===== config.mk =====
export PLATFORM = sky130hd
export DESIGN_NAME = cordic_iter_flat
export DESIGN_NICKNAME = d
export VERILOG_FILES = /design/src/rtl/cordic_pkg.sv /design/src/rtl/cordic_iter_if.sv /design/src/rtl/cordic_microrot.sv /design/src/rtl/cordic_iter.sv /design/src/flat_wrapper.sv
export SDC_FILE = /design/constraint.sdc
export NUM_CORES = 1
export LEC_CHECK = 0
export BUFFER_PORTS_ARGS = -buffer_cell sky130_fd_sc_hd__buf_2
export CORE_MARGIN = 2
export CORE_UTILIZATION = 30
export CTS_BUF_LIST = sky130_fd_sc_hd__clkbuf_16
export CTS_CLUSTER_DIAMETER = 80
export CTS_CLUSTER_SIZE = 28
export DETAILED_ROUTE_END_ITERATION = 8
export SLEW_MARGIN = 25
export SYNTH_ARGS = -nofsm -noshare
export SYNTH_HDL_FRONTEND = slang
export SYNTH_SLANG_ARGS = --single-unit

===== constraint.sdc =====
create_clock -name clk -period 17 [get_ports clk]
set_clock_uncertainty 0.1 [all_clocks]
set_input_delay 0 -clock clk [delete_from_list [all_inputs] [get_ports clk]]
set_output_delay 0 -clock clk [all_outputs]
set_load 0.01 [all_outputs]

===== src/rtl/cordic_pkg.sv =====
// Shared CORDIC constants: arctangent table (pi = 2^31), inverse gain and FSM states.
// Used with or without the CORDIC_GAIN_COMP_EN build option.
package cordic_pkg;

   typedef enum logic [1:0] {
      IDLE = 2'd0,
      RUN  = 2'd1,
      COMP = 2'd2
   } state_t;

   // 1/K in Q1.15, applied only when gain compensation is built in
   localparam logic signed [15:0] KINV = 16'sd19899;

   // Entry i holds atan(2^-i) scaled so that pi = 2^31, rounded to nearest
   localparam logic signed [31:0] ATAN_TABLE [0:31] = '{
      32'sh20000000, 32'sh12E4051E, 32'sh09FB385B, 32'sh051111D4,
      32'sh028B0D43, 32'sh0145D7E1, 32'sh00A2F61E, 32'sh00517C55,
      32'sh0028BE53, 32'sh00145F2F, 32'sh000A2F98, 32'sh000517CC,
      32'sh00028BE6, 32'sh000145F3, 32'sh0000A2FA, 32'sh0000517D,
      32'sh000028BE, 32'sh0000145F, 32'sh00000A30, 32'sh00000518,
      32'sh0000028C, 32'sh00000146, 32'sh000000A3, 32'sh00000051,
      32'sh00000029, 32'sh00000014, 32'sh0000000A, 32'sh00000005,
      32'sh00000003, 32'sh00000001, 32'sh00000001, 32'sh00000000
   };

endpackage


===== src/rtl/cordic_iter_if.sv =====
// Request/result bundle for the iterative CORDIC engine.
// The master side issues operations; the slave side is the engine.
interface cordic_iter_if #(parameter int WIDTH = 32);

   logic                    i_start;
   logic                    i_mode;
   logic signed [WIDTH-1:0] i_x_in;
   logic signed [WIDTH-1:0] i_y_in;
   logic signed [WIDTH-1:0] i_z_in;
   logic                    o_busy;
   logic                    o_done;
   logic signed [WIDTH-1:0] o_x_out;
   logic signed [WIDTH-1:0] o_y_out;
   logic signed [WIDTH-1:0] o_z_out;

   modport master (
      output i_start, i_mode, i_x_in, i_y_in, i_z_in,
      input  o_busy, o_done, o_x_out, o_y_out, o_z_out
   );

   modport slave (
      input  i_start, i_mode, i_x_in, i_y_in, i_z_in,
      output o_busy, o_done, o_x_out, o_y_out, o_z_out
   );

endinterface


===== src/rtl/cordic_microrot.sv =====
// One combinational CORDIC micro-rotation: picks the direction from z (rotation)
// or from the sign of y (vectoring), then applies the shift-add update with wrap-around.
module cordic_microrot #(
   parameter int WIDTH = 32
) (
   input  logic                    i_mode,
   input  logic signed [WIDTH-1:0] i_x,
   input  logic signed [WIDTH-1:0] i_y,
   input  logic signed [WIDTH-1:0] i_z,
   input  logic [4:0]              i_shift,
   input  logic signed [WIDTH-1:0] i_atan,
   output logic signed [WIDTH-1:0] o_x,
   output logic signed [WIDTH-1:0] o_y,
   output logic signed [WIDTH-1:0] o_z
);

   logic                    w_sigma_pos;
   logic signed [WIDTH-1:0] w_x_shift;
   logic signed [WIDTH-1:0] w_y_shift;

   assign w_sigma_pos = (!i_mode && !i_z[WIDTH-1]) || (i_mode && i_y[WIDTH-1]);
   assign w_x_shift   = i_x >>> i_shift;
   assign w_y_shift   = i_y >>> i_shift;

   assign o_x = w_sigma_pos ? (i_x - w_y_shift) : (i_x + w_y_shift);
   assign o_y = w_sigma_pos ? (i_y + w_x_shift) : (i_y - w_x_shift);
   assign o_z = w_sigma_pos ? (i_z - i_atan)    : (i_z + i_atan);

endmodule


===== src/rtl/cordic_iter.sv =====
// Iterative CORDIC engine, one micro-rotation per clock, ITER steps per operation.
// Build option CORDIC_GAIN_COMP_EN adds a final cycle that scales x/y by 1/K.
module cordic_iter
   import cordic_pkg::*;
#(
   parameter int WIDTH = 32,
   parameter int ITER  = 16
) (
   input logic          clk,
   input logic          rst_n,
   cordic_iter_if.slave bus
);

   localparam logic [5:0] LAST_ITER = 6'(ITER - 1);

   state_t                  r_state;
   state_t                  w_next_state;
   logic                    r_mode;
   logic signed [WIDTH-1:0] r_x;
   logic signed [WIDTH-1:0] r_y;
   logic signed [WIDTH-1:0] r_z;
   logic [5:0]              r_iter;
   logic                    r_done;
   logic signed [WIDTH-1:0] r_x_out;
   logic signed [WIDTH-1:0] r_y_out;
   logic signed [WIDTH-1:0] r_z_out;

   logic                    w_last;
   logic signed [31:0]      w_atan32;
   logic signed [WIDTH-1:0] w_atan;
   logic signed [WIDTH-1:0] w_x_rot;
   logic signed [WIDTH-1:0] w_y_rot;
   logic signed [WIDTH-1:0] w_z_rot;

   assign w_last   = (r_iter == LAST_ITER);
   assign w_atan32 = ATAN_TABLE[r_iter[4:0]];
   assign w_atan   = WIDTH'(w_atan32 >>> (32 - WIDTH));

   cordic_microrot #(.WIDTH(WIDTH)) u_microrot (
      .i_mode  (r_mode),
      .i_x     (r_x),
      .i_y     (r_y),
      .i_z     (r_z),
      .i_shift (r_iter[4:0]),
      .i_atan  (w_atan),
      .o_x     (w_x_rot),
      .o_y     (w_y_rot),
      .o_z     (w_z_rot)
   );

`ifdef CORDIC_GAIN_COMP_EN
   localparam int PW = WIDTH + 16;
   logic signed [WIDTH-1:0] w_x_comp;
   logic signed [WIDTH-1:0] w_y_comp;

   assign w_x_comp = WIDTH'((PW'(r_x) * PW'(KINV)) >>> 15);
   assign w_y_comp = WIDTH'((PW'(r_y) * PW'(KINV)) >>> 15);
`endif

   always_ff @(posedge clk) begin
      if (!rst_n) r_state <= IDLE;
      else        r_state <= w_next_state;
   end

   always_comb begin
      w_next_state = r_state;
      case (r_state)
         IDLE: if (bus.i_start) w_next_state = RUN;
`ifdef CORDIC_GAIN_COMP_EN
         RUN:  if (w_last) w_next_state = COMP;
`else
         RUN:  if (w_last) w_next_state = IDLE;
`endif
         COMP: w_next_state = IDLE;
         default: w_next_state = IDLE;
      endcase
   end

   // Working registers and result registers; done is a single-cycle strobe
   always_ff @(posedge clk) begin
      if (!rst_n) begin
         r_mode  <= 1'b0;
         r_x     <= '0;
         r_y     <= '0;
         r_z     <= '0;
         r_iter  <= '0;
         r_done  <= 1'b0;
         r_x_out <= '0;
         r_y_out <= '0;
         r_z_out <= '0;
      end else begin
         r_done <= 1'b0;
         case (r_state)
            IDLE: begin
               if (bus.i_start) begin
                  r_mode <= bus.i_mode;
                  r_x    <= bus.i_x_in;
                  r_y    <= bus.i_y_in;
                  r_z    <= bus.i_z_in;
                  r_iter <= '0;
               end
            end
            RUN: begin
               r_x    <= w_x_rot;
               r_y    <= w_y_rot;
               r_z    <= w_z_rot;
               r_iter <= r_iter + 6'd1;
`ifndef CORDIC_GAIN_COMP_EN
               if (w_last) begin
                  r_x_out <= w_x_rot;
                  r_y_out <= w_y_rot;
                  r_z_out <= w_z_rot;
                  r_done  <= 1'b1;
               end
`endif
            end
`ifdef CORDIC_GAIN_COMP_EN
            COMP: begin
               r_x     <= w_x_comp;
               r_y     <= w_y_comp;
               r_x_out <= w_x_comp;
               r_y_out <= w_y_comp;
               r_z_out <= r_z;
               r_done  <= 1'b1;
            end
`endif
            default: ;
         endcase
      end
   end

   assign bus.o_busy  = (r_state != IDLE);
   assign bus.o_done  = r_done;
   assign bus.o_x_out = r_x_out;
   assign bus.o_y_out = r_y_out;
   assign bus.o_z_out = r_z_out;

endmodule


===== src/flat_wrapper.sv =====
// flat-port wrapper written by rule: the top's interface ports become plain ports
module cordic_iter_flat import cordic_pkg::*;
#(
   parameter int WIDTH = 32,
   parameter int ITER  = 16
)
  (clk, rst_n, bus_i_start, bus_i_mode, bus_i_x_in, bus_i_y_in, bus_i_z_in, bus_o_busy, bus_o_done, bus_o_x_out, bus_o_y_out, bus_o_z_out);
  cordic_iter_if #(.WIDTH(WIDTH)) bus_i ();
  input logic clk;
  input logic rst_n;
  input wire logic [$bits(bus_i.i_start)-1:0] bus_i_start;
  input wire logic [$bits(bus_i.i_mode)-1:0] bus_i_mode;
  input wire logic [$bits(bus_i.i_x_in)-1:0] bus_i_x_in;
  input wire logic [$bits(bus_i.i_y_in)-1:0] bus_i_y_in;
  input wire logic [$bits(bus_i.i_z_in)-1:0] bus_i_z_in;
  output wire logic [$bits(bus_i.o_busy)-1:0] bus_o_busy;
  output wire logic [$bits(bus_i.o_done)-1:0] bus_o_done;
  output wire logic [$bits(bus_i.o_x_out)-1:0] bus_o_x_out;
  output wire logic [$bits(bus_i.o_y_out)-1:0] bus_o_y_out;
  output wire logic [$bits(bus_i.o_z_out)-1:0] bus_o_z_out;
  assign bus_i.i_start = bus_i_start;
  assign bus_i.i_mode = bus_i_mode;
  assign bus_i.i_x_in = bus_i_x_in;
  assign bus_i.i_y_in = bus_i_y_in;
  assign bus_i.i_z_in = bus_i_z_in;
  assign bus_o_busy = bus_i.o_busy;
  assign bus_o_done = bus_i.o_done;
  assign bus_o_x_out = bus_i.o_x_out;
  assign bus_o_y_out = bus_i.o_y_out;
  assign bus_o_z_out = bus_i.o_z_out;
  cordic_iter #(.WIDTH(WIDTH), .ITER(ITER)) u_core (.clk(clk), .rst_n(rst_n), .bus(bus_i));
endmodule

==> results.txt, run 1 <==
Setup violations remaining at the end of the flow were counted as 0. Counting flops with a built-in enable in the synthesized netlist gives 0. Power spread over the standard cell area amounts to around 120 nW/µm². In the finished design, the share of the clock period the worst path needs comes to 47.2%. OpenSTA, run right after detailed placement, puts the worst setup slack at 9.19 ns. The dominant synthesized flop cell is dfxtp_1. The fraction of final layout cells sized beyond drive strength 1 came out at roughly 17%. The count of cell types in the netlist came out at between 90 and 100. In this run, the combinational gates consume a little over three fifths of the power.

0 antenna diodes ended up in the layout. The mapped cell area is between 20,000 and 25,000 µm². The number of fill cells in the layout is a little over 7,000. The number of nets at the end of the flow came out at about 2,900.

The row count came out at 95. The highest net fanout along the worst path is 62. In this run switching power makes up approximately half of total power. The global-route wire length before repair came out at 119 mm. The count of state elements after synthesis is 201. The final RePlAce weighted congestion came out at ~1.

After detailed placement, the design holds a cell count of 3,423. The final design instance area without fill came out at around 23,000 µm². The type of the worst min-delay path is in2reg. The sum of buffers and inverters on the critical path is 4. The number of iterations in the first detailed-routing pass is 6. Sorting the synthesized cells by how often they occur yields nand2_1, a21oi_1, nor2_1. The worst vdd rail ir drop is 0.0000696 V. STA classifies the critical path endpoint as a register. The max-slew violation total from the final report is 0.

Ranked by total cell area, the synthesized netlist is headed by dfxtp_1, mux4_2, ha_1, a21oi_1, mux2i_1. The gate family responsible for the most delay along the worst path is buffers and inverters. The number of antenna violations at the first check in global routing is 0. After synthesis, the share of flip-flops with an asynchronous set or reset is 0%. The clock transition time at the flip-flop clock pins of the worst setup and hold paths came out at about 0.080 ns. For this run, design rule violations remaining after detail routing come to 0. After synthesis, the largest area contributor takes up around a fifth of total cell area. For this configuration, the core starts out at a cell density of approximately 30%. Across all layers, the routed design uses just over 20,000 vias. The measured slew at the worst slew-check pin came out at about 1.1 ns.

The core area came out at around 67,000 µm². The required time of the critical path is around 17 ns. The net switching power figure came out at ~1400 µW. The warning count from the yosys run came out at 0.

The all-layer global routing usage came out at 21.5%. The minimum clock period after layout is around 8 ns. The maximum root-to-sink buffer count came out at 3. The most used standard cell by instance count after synthesis is nand2_1. The die span in x is about 260 µm. The largest area contributor in the netlist is dfxtp_1. The arrival time at the worst endpoint is between 8 and 9 ns. The post-synthesis cell count came out at between 2,000 and 3,000. The leakage power is about 0.0094 µW. Once detailed placement completed, the half-perimeter wirelength came to 57.5 mm. The mean instance size in the synthesized netlist came out at 8.05 µm².

The cell-internal power is about 1500 µW. The full die area came out at approximately 70,000 µm². The count of buffers added on input and output ports is 197. Static timing analysis puts the maximum clock frequency at between 100 and 150 MHz. From bottom edge to top edge, the die measures ~260 µm. The longest individual stage delay on the worst path came out at about 0.72 ns.

The least setup slack across all paths after layout came out at between 8 and 9 ns. The worst-case headroom to the max-slew limit came out at between 20% and 30%. For this run, the register share of the synthesized area comes to roughly a fifth.

Setup repair after global routing left no endpoint under its margin. The final reports fail on negative hold slack. The number of DRC markers in iteration 0 came out at 1,947. The clock root buffer master is clkbuf_16. The part of the total power dissipated in the clock network is 14.3%. Summed over all layers, the routed wires come to between 70 and 80 mm. The H-tree level count came out at 1.

Gates resized during post-CTS repair numbered 0. Traced cell by cell, the critical path runs through buf_4 -> buf_4 -> inv_1 -> ha_1 -> nand2b_1 -> a21oi_1 -> a32oi_1 -> nand4_1 -> o31ai_2 -> nand2_1 -> xor2_1 -> ha_1 -> and4_1 -> and3_1 -> and4_1 -> nand3_1 -> a31oi_1 -> o21ai_0 -> a21boi_0 -> o21ai_0 -> and3_1 -> dlygate4sd3_1. The run finished, with violations left. The category of the most critical setup path is reg2reg. The slowest stage of the critical path is the buf_4 cell. The net count of the mapped netlist came out at around 2,700. The number of global-route vias before repair was 19,397.

The global route total overflow came out at 0. The placed standard-cell area came out at 21,800 µm². In the final routed layout, each cell accounts on average for 21.7 µm. TritonCTS created 17 clock buffers. The total of max-cap violations came out at 0. The via count normalized by instance count is 5.69. The largest net degree at the start of global routing is 94. The hold violation total from the final report is 5. The aggregate negative setup slack is 0 ns. The area growth from synthesis to final layout is 15.8%. The remaining number of nets flagged by the antenna check after routing came out at 0. The buffers inserted during post-CTS setup optimization came out at 0.

The filler-free cell count of the finished design came out at approximately 3,600. Of the total power, registers draw between 20 and 25%. The worst setup path is launched from a register. between 150 and 200 I/O pins were placed. The later-pin clock latency in the skew report is 0.55 ns. TritonCTS built the clock tree.

The minimum hold slack came out at -0.0197 ns. The clock drives 201 sinks.
[power by group through the flow]
| stage | registers [µW] | clock network (µW) | logic, µW |
|---|---|---|---|
| final | 651 | 414 | 1830 |
| after global routing | 654 | 444 | 2020 |
| after CTS | 647 | 427 | 1820 |
| after detailed placement | 658 | 0 | 1780 |
| after global placement | 659 | 0 | 1790 |
| after floorplan | 582 | 0 | 1390 |
[worst paths after layout]
check / end / cells after the start / slack (ns) / start
setup / recovery: u_core.r_z[25]$_SDFFE_PN0P_ / 22 / 8.97 / u_core.r_iter[1]$_SDFFE_PN0P_
hold / removal: u_core.r_z[20]$_SDFFE_PN0P_ / 3 / -0.02 / bus_i_start
setup reg to reg: u_core.r_z[25]$_SDFFE_PN0P_ / 22 / 8.97 / u_core.r_iter[1]$_SDFFE_PN0P_
hold reg to reg: u_core.bus.o_z_out[18]$_SDFFE_PN0P_ / 2 / 0.35 / u_core.bus.o_z_out[18]$_SDFFE_PN0P_
[state kept, by name (all words and copies together) (netlist names)]
name,count
u_core.bus.o_x_out,32
u_core.bus.o_y_out,32
u_core.bus.o_z_out,32
u_core.r_x,32
u_core.r_y,32
u_core.r_z,32
u_core.r_iter,6
u_core.bus.o_done,1
u_core.r_mode,1
u_core.r_state,1
[stage by stage]
step,power (µW),util [%]
after detailed placement,2440,32.6
after CTS,2890,35.0
after floorplan,1970,-
after global placement,2450,32.5
after global routing,3110,35.0
final,2890,35.0
[layout make-up]
type / instances / area (µm²) / area share, %
sequential: 201 / 4050 / 17.3
multi-input combinational: 2079 / 15300 / 65.1
timing repair buffer: 335 / 2320 / 9.90
inverter: 43 / 166 / 0.711
clock inverter: 12 / 93.8 / 0.401
tap: 873 / 1090 / 4.66
clock buffer: 18 / 450 / 1.92
[cells by family after synthesis]
logic type | Yosys count | share of synthesized area (%)
buffers and inverters | 234 | 4.94
AND/OR/NAND/NOR | 772 | 18.0
flip-flops | 201 | 19.9
multiplexers | 253 | 17.9
AO/OA/AOI/OAI | 768 | 24.6
adder cells (fa/ha/maj) | 115 | 7.22
XOR/XNOR | 171 | 7.40
[worst reg2reg max path: cells and delay by family, from the launching register on]
family / cells / cell delay [ns]
xor+xnor: 1 / 0.25
simple gates: 8 / 1.70
buf+inv: 4 / 2.50
flops: 1 / 0.53
fa+ha+maj: 2 / 1.02
compound gates: 7 / 1.88
[per-layer routing]
metal  vias to the layer above  part of all wire, %  track usage (%)
met5                         -                    0                0
met4                         0                  5.1             9.93
met3                       176                  5.7             2.25
met2                       761                   47             35.7
met1                      9696                   43             27.9
li1                       9645                    -                -
[layout by cell type, fill, tap and decap left out, types with 40 or more instances in the layout]
cell / synthesis / routed
nand2_1: 261 / 261
a21oi_1: 245 / 245
nor2_1: 223 / 222
buf_2: 40 / 196
dfxtp_1: 201 / 195
o21ai_0: 115 / 115
a211oi_1: 115 / 115
ha_1: 112 / 112
xnor2_1: 108 / 108
dlygate4sd3_1: 0 / 108
mux2i_1: 108 / 106
mux4_2: 79 / 79
mux2_2: 63 / 63
xor2_1: 63 / 63
a21o_1: 51 / 51
nor2b_1: 47 / 47
nand3_1: 41 / 41
inv_1: 39 / 40
[timing repair]
| action | 4_1_cts | 5_1_grt |
|---|---|---|
| endpoints found under the setup margin | 0 | 0 |
| hold endpoints to repair | 110 | 0 |
| hold buffers | 108 | 0 |
Note: power is estimated with default switching activity, not from simulation.
==> run 2, diff against run 1 <==
- clock period: 17 -> 7.3 ns (I/O delays scaled with it)
==> results.txt, run 2 (synthesized netlist as in run 1, its figures left out) <==
The via count normalized by instance count was 5.68 (was 5.69). The aggregate negative setup slack came out at 0 ns (unchanged). The I/O pin total was 198 (unchanged). The category of the worst setup path capture point is a register (unchanged).

The DRC violations left came to 0 (unchanged). The global route total overflow is 0 (unchanged). The number of global-route vias before repair is 19,534 (was 19,397). The full die area came to 69,500 µm² (unchanged). The all-layer global routing usage is 22.0% (was 21.5%). The clock transition time at the flip-flop clock pins of the worst setup and hold paths came out at 0.10 ns (was 0.08 ns). The worst slack after detailed placement is 0.640 ns (was 9.19 ns). The number of iterations in the first detailed-routing pass is 6 (unchanged). The number of fill cells in the layout is 7,038 (was 7,048). The area taken by flip-flops and latches is 4040 µm² (was 4050 µm²).

The startpoint kind of the worst setup timing path was a register (unchanged). The number of CTS-inserted buffers came out at 18 (was 17). The row count came to 95 (unchanged). Unrepaired setup endpoints after global routing: false (unchanged). The end point of the critical path is u_core.r_z[25]$_SDFFE_PN0P_ (unchanged). The area growth from synthesis to final layout came out at 18.0% (was 15.8%). The sum of routed wire length over all layers came out at 79.4 mm (was 77.3 mm). The post-route fraction of the period consumed by the critical path came out at 92.4% (was 47.2%).

The number of DRC markers in iteration 0 came out at 1,874 (was 1,947). The worst reg2reg path depth is 21 (was 22). The measured slew at the worst slew-check pin came out at 1.07 ns (was 1.08 ns).

The total of max-cap violations came out at 0 (unchanged). The TritonCTS sink count came to 201 (unchanged). The highest net fanout along the worst path is 17 (was 62). The critical path's slowest cell is ha_1 (was buf_4). The remaining number of nets flagged by the antenna check after routing is 0 (unchanged). The arrival time at the worst endpoint is 7.10 ns (was 8.37 ns). The area occupied by multi-input gates is 15,300 µm² (about the same). The largest net degree at the start of global routing came out at 91 (was 94). The number of antenna repair diodes came out at 0 (unchanged).

The worst reg2reg path endpoint is u_core.r_z[25]$_SDFFE_PN0P_ (unchanged). The max-slew violation total from the final report is 0 (unchanged). The die span in x came out at 264 µm (unchanged). The required time of the critical path came out at 7.66 ns (was 17.34 ns). The later-pin clock latency in the skew report came out at 0.56 ns (was 0.55 ns). The H-tree level count came out at 1 (unchanged).

The count of input and output buffers is 197 (unchanged). The maximum root-to-sink buffer count came out at 3 (unchanged). The CTS tree is yes (unchanged). The core area is 66,900 µm² (unchanged). The leakage power is 0.00957 µW (was 0.00936 µW). The worst vdd rail ir drop came out at 0.000148 V (was 0.0000696 V). The least setup slack across all paths after layout was 0.555 ns (was 8.97 ns). The peak clock frequency supported by timing was 148 MHz (was 125 MHz). The post-detailed-route wirelength per cell is 22.1 µm (was 21.7 µm). The startpoint of the worst register-to-register path is u_core.r_iter[0]$_SDFFE_PN0P_ (was u_core.r_iter[1]$_SDFFE_PN0P_). The most frequent standard cell in the layout excluding fill and tap cells is nand2_1 (unchanged).

The starting density of the core came to 30.2% (unchanged). The height of the die came out at 264 µm (unchanged). The type of the worst min-delay path is in2reg (unchanged). The category of the most critical setup path is reg2reg (unchanged). The worst hold path cell count is 4 (was 3). The number of nets at the end of the flow is 2,928 (was 2,892). Most frequent cells in the layout: nand2_1, a21oi_1, nor2_1 (unchanged). CP cell instances: clkinvlp_4 -> buf_4 -> ha_1 -> nand2b_1 -> a21o_1 -> a32oi_1 -> nand4_1 -> o31ai_2 -> nand2_1 -> xor2_1 -> ha_1 -> and4_1 -> and3_1 -> and4_1 -> nand3_1 -> a31oi_1 -> o21ai_0 -> a21boi_0 -> o21ai_0 -> and3_1 -> dlygate4sd3_1 (was buf_4 -> buf_4 -> inv_1 -> ha_1 -> nand2b_1 -> a21oi_1 -> a32oi_1 -> nand4_1 -> o31ai_2 -> nand2_1 -> xor2_1 -> ha_1 -> and4_1 -> and3_1 -> and4_1 -> nand3_1 -> a31oi_1 -> o21ai_0 -> a21boi_0 -> o21ai_0 -> and3_1 -> dlygate4sd3_1). The power density relative to cell area came out at 292 nW/µm² (was 124 nW/µm²). The number of failing setup endpoints in the final timing report is 0 (unchanged). The minimum clock period after layout came out at 6.75 ns (was 8.03 ns).

The start point of the critical path was u_core.r_iter[0]$_SDFFE_PN0P_ (was u_core.r_iter[1]$_SDFFE_PN0P_). The hold violation total from the final report was 0 (was 5). Outcome: complete, no violations (was complete, but fails checks). The final RePlAce weighted congestion is 1.00 (was 0.993). The worst-case headroom to the max-slew limit is 29.0% (was 27.9%).

The register-to-register setup slack is 0.55 ns (was 8.97 ns). The global-route wire length before repair is 121 mm (was 119 mm). The longest individual stage delay on the worst path is 0.58 ns (was 0.72 ns). The number of antenna violations at the first check in global routing came out at 0 (unchanged). The fraction of final layout cells sized beyond drive strength 1 came out at 17.6% (was 16.9%). The clock root buffer master is clkbuf_16 (unchanged). The total half-perimeter wirelength after legalization and detailed placement is 59.0 mm (was 57.5 mm). The total via count in the routed design is 20,419 (was 20,278).
==> run 2: power by group <==
| part | switching (µW) | internal [µW] |
|---|---|---|
| clock network | 548 | 519 |
| logic | 2530 | 1850 |
| registers | 326 | 1210 |
==> run 2: timing repair <==
item / 4_1_cts / 5_1_grt
hold buffers: 117 / 0
setup buffers: 0 / 1
resized for setup: 0 / 1
endpoints found under the setup margin: 0 / 1
endpoints found under the hold margin: 113 / 0
==> run 2: routing by layer <==
metal	wire (µm)	vias up	part of all wire, %	GRT usage (%)
met2	36800	838	46	36.6
met5	0	-	0	0
met4	4210	0	5.3	10.3
met3	5230	201	6.6	3.18
li1	-	9700	-	-
met1	33100	9680	42	28.1
==> run 2: area by class of cell <==
| cell class | count | area share [%] |
|---|---|---|
| Inverter | 43 | 0.713 |
| Multi-Input combinational cell | 2079 | 63.9 |
| Timing Repair Buffer | 370 | 11.2 |
| Tap cell | 873 | 4.58 |
| Clock inverter | 12 | 0.676 |
| Clock buffer | 19 | 1.99 |
| Sequential cell | 201 | 16.9 |
==> run 2: how the worst min path moves through the flow <==
stage / startpoint / endpoint / slack [ns]
3_5_place_dp: bus_i_mode / u_core.r_mode$_SDFFE_PN0P_ / 0.19
2_1_floorplan: bus_i_mode / u_core.r_mode$_SDFFE_PN0P_ / 0.06
6_report: bus_i_start / u_core.r_z[0]$_SDFFE_PN0P_ / 0.03
3_3_place_gp: bus_i_mode / u_core.r_mode$_SDFFE_PN0P_ / 0.19
4_1_cts: bus_i_start / u_core.r_x[29]$_SDFFE_PN0P_ / 0.002
5_1_grt: bus_i_start / u_core.r_x[29]$_SDFFE_PN0P_ / 0.04
==> run 2: stage by stage <==
step	power, µW	cells	hold WS (ns)	utilization, %	cell area, µm²
detailed placement	5790	3447	0.193	32.9	22000
global placement	5810	3447	0.185	32.9	22000
global route	7480	3597	0.0430	35.7	23900
CTS	6960	3595	0.00196	35.6	23800
floorplan	4580	2514	0.0612	-	20200
finish	6980	3597	0.0286	35.7	23900
==> run 2: critical path, delay by kind of cell, from the launching register on <==
kind / cells / cell delay, ns
AO/OA/AOI/OAI: 7 / 2.00
flip-flops: 1 / 0.42
buffers and inverters: 3 / 1.17
AND/OR/NAND/NOR: 8 / 1.75
adder cells (fa/ha/maj): 2 / 0.97
XOR/XNOR: 1 / 0.24
==> run 3, diff against run 2 <==
- GPL_TIMING_DRIVEN: unset -> 0
==> results.txt, run 3 (synthesized netlist as in run 1, its figures left out) <==
The final RePlAce weighted congestion came out at 1.07 (was 1.00). The peak clock frequency supported by timing is 140 MHz (was 148 MHz). The sum of routed wire length over all layers is 118 mm (was 79.4 mm). The height of the die came out at 264 µm (unchanged). The required time of the critical path is 7.64 ns (was 7.66 ns). The post-route fraction of the period consumed by the critical path came out at 97.8% (was 92.4%). The leakage power came to 0.00985 µW (was 0.00957 µW). The hold violation total from the final report came to 0 (unchanged). The CTS tree is yes (unchanged). The highest net fanout along the worst path is 10 (was 17). The startpoint of the worst register-to-register path was u_core.r_iter[4]$_SDFFE_PN0P_ (was u_core.r_iter[0]$_SDFFE_PN0P_). The max-slew violation total from the final report came out at 0 (unchanged). The number of iterations in the first detailed-routing pass is 6 (unchanged). The type of the worst min-delay path was in2reg (unchanged).

Most frequent cells in the layout: nand2_1, a21oi_1, nor2_1 (unchanged). The largest net degree at the start of global routing came to 23 (was 91). The number of global-route vias before repair is 21,629 (was 19,534). The number of DRC markers in iteration 0 is 2,299 (was 1,874). The worst-case headroom to the max-slew limit came out at 21.6% (was 29.0%). The power density relative to cell area is 304 nW/µm² (was 292 nW/µm²). The post-detailed-route wirelength per cell came to 31.8 µm (was 22.1 µm).

Unrepaired setup endpoints after global routing: false (unchanged). The total instance count after detailed placement came out at 3,584 (was 3,447). The die span in x came out at 264 µm (unchanged). The DRC violations left is 0 (unchanged). The total via count in the routed design came to 22,759 (was 20,419). The startpoint kind of the worst setup timing path is a register (unchanged). The number of nets at the end of the flow is 3,055 (was 2,928). The number of fill cells in the layout came out at 7,081 (was 7,038).

The global route total overflow came out at 0 (unchanged). The count of input and output buffers came out at 195 (was 197). The fraction of final layout cells sized beyond drive strength 1 was 19.3% (was 17.6%).

The via count normalized by instance count came out at 6.10 (was 5.68). The global-route wire length before repair is 165 mm (was 121 mm). Counting stages on the worst path, the most repeated cell is clkbuf_1. The register-to-register setup slack is 0.16 ns (was 0.55 ns).

The total half-perimeter wirelength after legalization and detailed placement came out at 91.9 mm (was 59.0 mm). The longest individual stage delay on the worst path came out at 0.75 ns (was 0.58 ns). The later-pin clock latency in the skew report is 0.58 ns (was 0.56 ns). The TritonCTS sink count is 201 (unchanged).

The starting density of the core came out at 30.2% (unchanged). The full die area came to 69,500 µm² (unchanged). The minimum clock period after layout came out at 7.14 ns (was 6.75 ns).

The core area came to 66,900 µm² (unchanged). The I/O pin total is 198 (unchanged). The all-layer global routing usage is 32.9% (was 22.0%). The total of max-cap violations was 0 (unchanged). The number of failing setup endpoints in the final timing report came out at 0 (unchanged).

The area growth from synthesis to final layout was 20.8% (was 18.0%). The final design instance area without fill came to 24,400 µm² (was 23,900 µm²). The category of the most critical setup path is reg2reg (unchanged).

The H-tree level count came out at 1 (unchanged). The most frequent standard cell in the layout excluding fill and tap cells is nand2_1 (unchanged). The start point of the critical path was u_core.r_iter[4]$_SDFFE_PN0P_ (was u_core.r_iter[0]$_SDFFE_PN0P_).

CP cell instances: clkbuf_4 -> clkinv_1 -> clkbuf_1 -> clkbuf_1 -> clkbuf_2 -> mux2i_1 -> ha_1 -> inv_1 -> nor3_2 -> nand4_1 -> a21o_1 -> and2_1 -> clkbuf_1 -> xnor2_1 -> ha_1 -> and3_1 -> a21o_1 -> a21oi_1 -> a31oi_1 -> a221oi_1 -> o21ai_0 -> xnor2_1 -> a21oi_1 (was clkinvlp_4 -> buf_4 -> ha_1 -> nand2b_1 -> a21o_1 -> a32oi_1 -> nand4_1 -> o31ai_2 -> nand2_1 -> xor2_1 -> ha_1 -> and4_1 -> and3_1 -> and4_1 -> nand3_1 -> a31oi_1 -> o21ai_0 -> a21boi_0 -> o21ai_0 -> and3_1 -> dlygate4sd3_1). The category of the worst setup path capture point is a register (unchanged). The worst vdd rail ir drop is 0.000145 V (was 0.000148 V).

The startpoint of the tightest hold check path is bus_i_mode (was bus_i_start). The clock root buffer master is clkbuf_16 (unchanged). The clock transition time at the flip-flop clock pins of the worst setup and hold paths came out at 0.09 ns (was 0.10 ns). The remaining number of nets flagged by the antenna check after routing came to 0 (unchanged).

The arrival time at the worst endpoint is 7.48 ns (was 7.10 ns). The number of CTS-inserted buffers is 19 (was 18). The maximum root-to-sink buffer count is 3 (unchanged).

The row count is 95 (unchanged). The placed standard-cell area came to 22,400 µm² (was 22,000 µm²). Outcome: complete, no violations (unchanged). The number of antenna violations at the first check in global routing came out at 5 (was 0).

The filler-free cell count of the finished design came to 3,729 (was 3,597). The critical path's slowest cell was clkbuf_1 (was ha_1). The measured slew at the worst slew-check pin is 1.18 ns (was 1.07 ns).
## run 3: changes by cell type in the layout (fill, tap and decap cells not counted), moves of 5 or more
cell and delta:
clkbuf_2 +20, clkbuf_1 +98, buf_4 -16, dfxtp_4 -5
dlygate4sd3_1 -19, clkbuf_4 +9, buf_6 +7, buf_1 +10
buf_12 -6, buf_2 +22
## run 3: metal layers
metal / up-vias / wire length, µm / track usage (%)
li1: 9969 / - / -
met5: - / 0 / 0
met1: 11190 / 48700 / 43.0
met2: 1293 / 50800 / 50.2
met4: 0 / 8210 / 19.8
met3: 307 / 10700 / 6.49
## run 3: path summary, 6_finish.rpt
check	endpoint	depth (start not counted)
worst max-delay path	u_core.bus.o_z_out[31]$_SDFFE_PN0P_	23
worst min-delay path	u_core.r_mode$_SDFFE_PN0P_	4
worst max register to register	u_core.bus.o_z_out[31]$_SDFFE_PN0P_	23
worst min register to register	u_core.bus.o_y_out[27]$_SDFFE_PN0P_	2
## run 3: cell type report
class / instances / area, µm² / area share, %
multi-input combinational: 2079 / 15500 / 63.3
antenna: 3 / 7.51 / 0.0307
buffer: 190 / 943 / 3.86
inverter: 43 / 164 / 0.671
timing repair buffer: 306 / 2080 / 8.51
clock buffer: 19 / 475 / 1.95
sequential: 201 / 4030 / 16.5
tap: 873 / 1090 / 4.47
clock inverter: 15 / 175 / 0.717
## run 3: power breakdown
group / switching [µW] / total [µW] / internal, µW
Sequential: 285 / 1500 / 1210
Combinational: 2950 / 4810 / 1860
Clock: 600 / 1120 / 517
## run 3: critical path, delay by kind of cell, from the launching register on
| family | cells | cell delay, ns |
|---|---|---|
| AND/OR/NAND/NOR | 4 | 0.89 |
| flip-flops | 1 | 0.39 |
| AO/OA/AOI/OAI | 7 | 1.64 |
| buffers and inverters | 7 | 2.50 |
| XOR/XNOR | 2 | 0.61 |
| adder cells (fa/ha/maj) | 2 | 0.56 |
| multiplexers | 1 | 0.30 |
## run 3: timing repair
action | 4_1_cts | 5_1_grt
setup endpoints to repair | 81 | 35
setup buffers | 8 | 3
endpoints found under the hold margin | 99 | 0
pin swaps | 6 | 5
hold buffers | 98 | 0
gates resized for setup | 63 | 44
## run 3: per-stage QoR
step | worst slack, ns | TNS (ns) | total power, µW | util [%] | hold slack, ns
after floorplan | 1.59 | 0 | 4580 | - | 0.0612
after detailed placement | -1.65 | -36.54 | 6020 | 33.4 | 0.205
after global routing | 0.0429 | 0 | 7800 | 36.5 | 0.192
after global placement | -1.78 | -56.24 | 6050 | 33.3 | 0.185
after CTS | 0.000918 | 0 | 7280 | 36.3 | 0.132
final | 0.160 | 0 | 7420 | 36.5 | 0.180
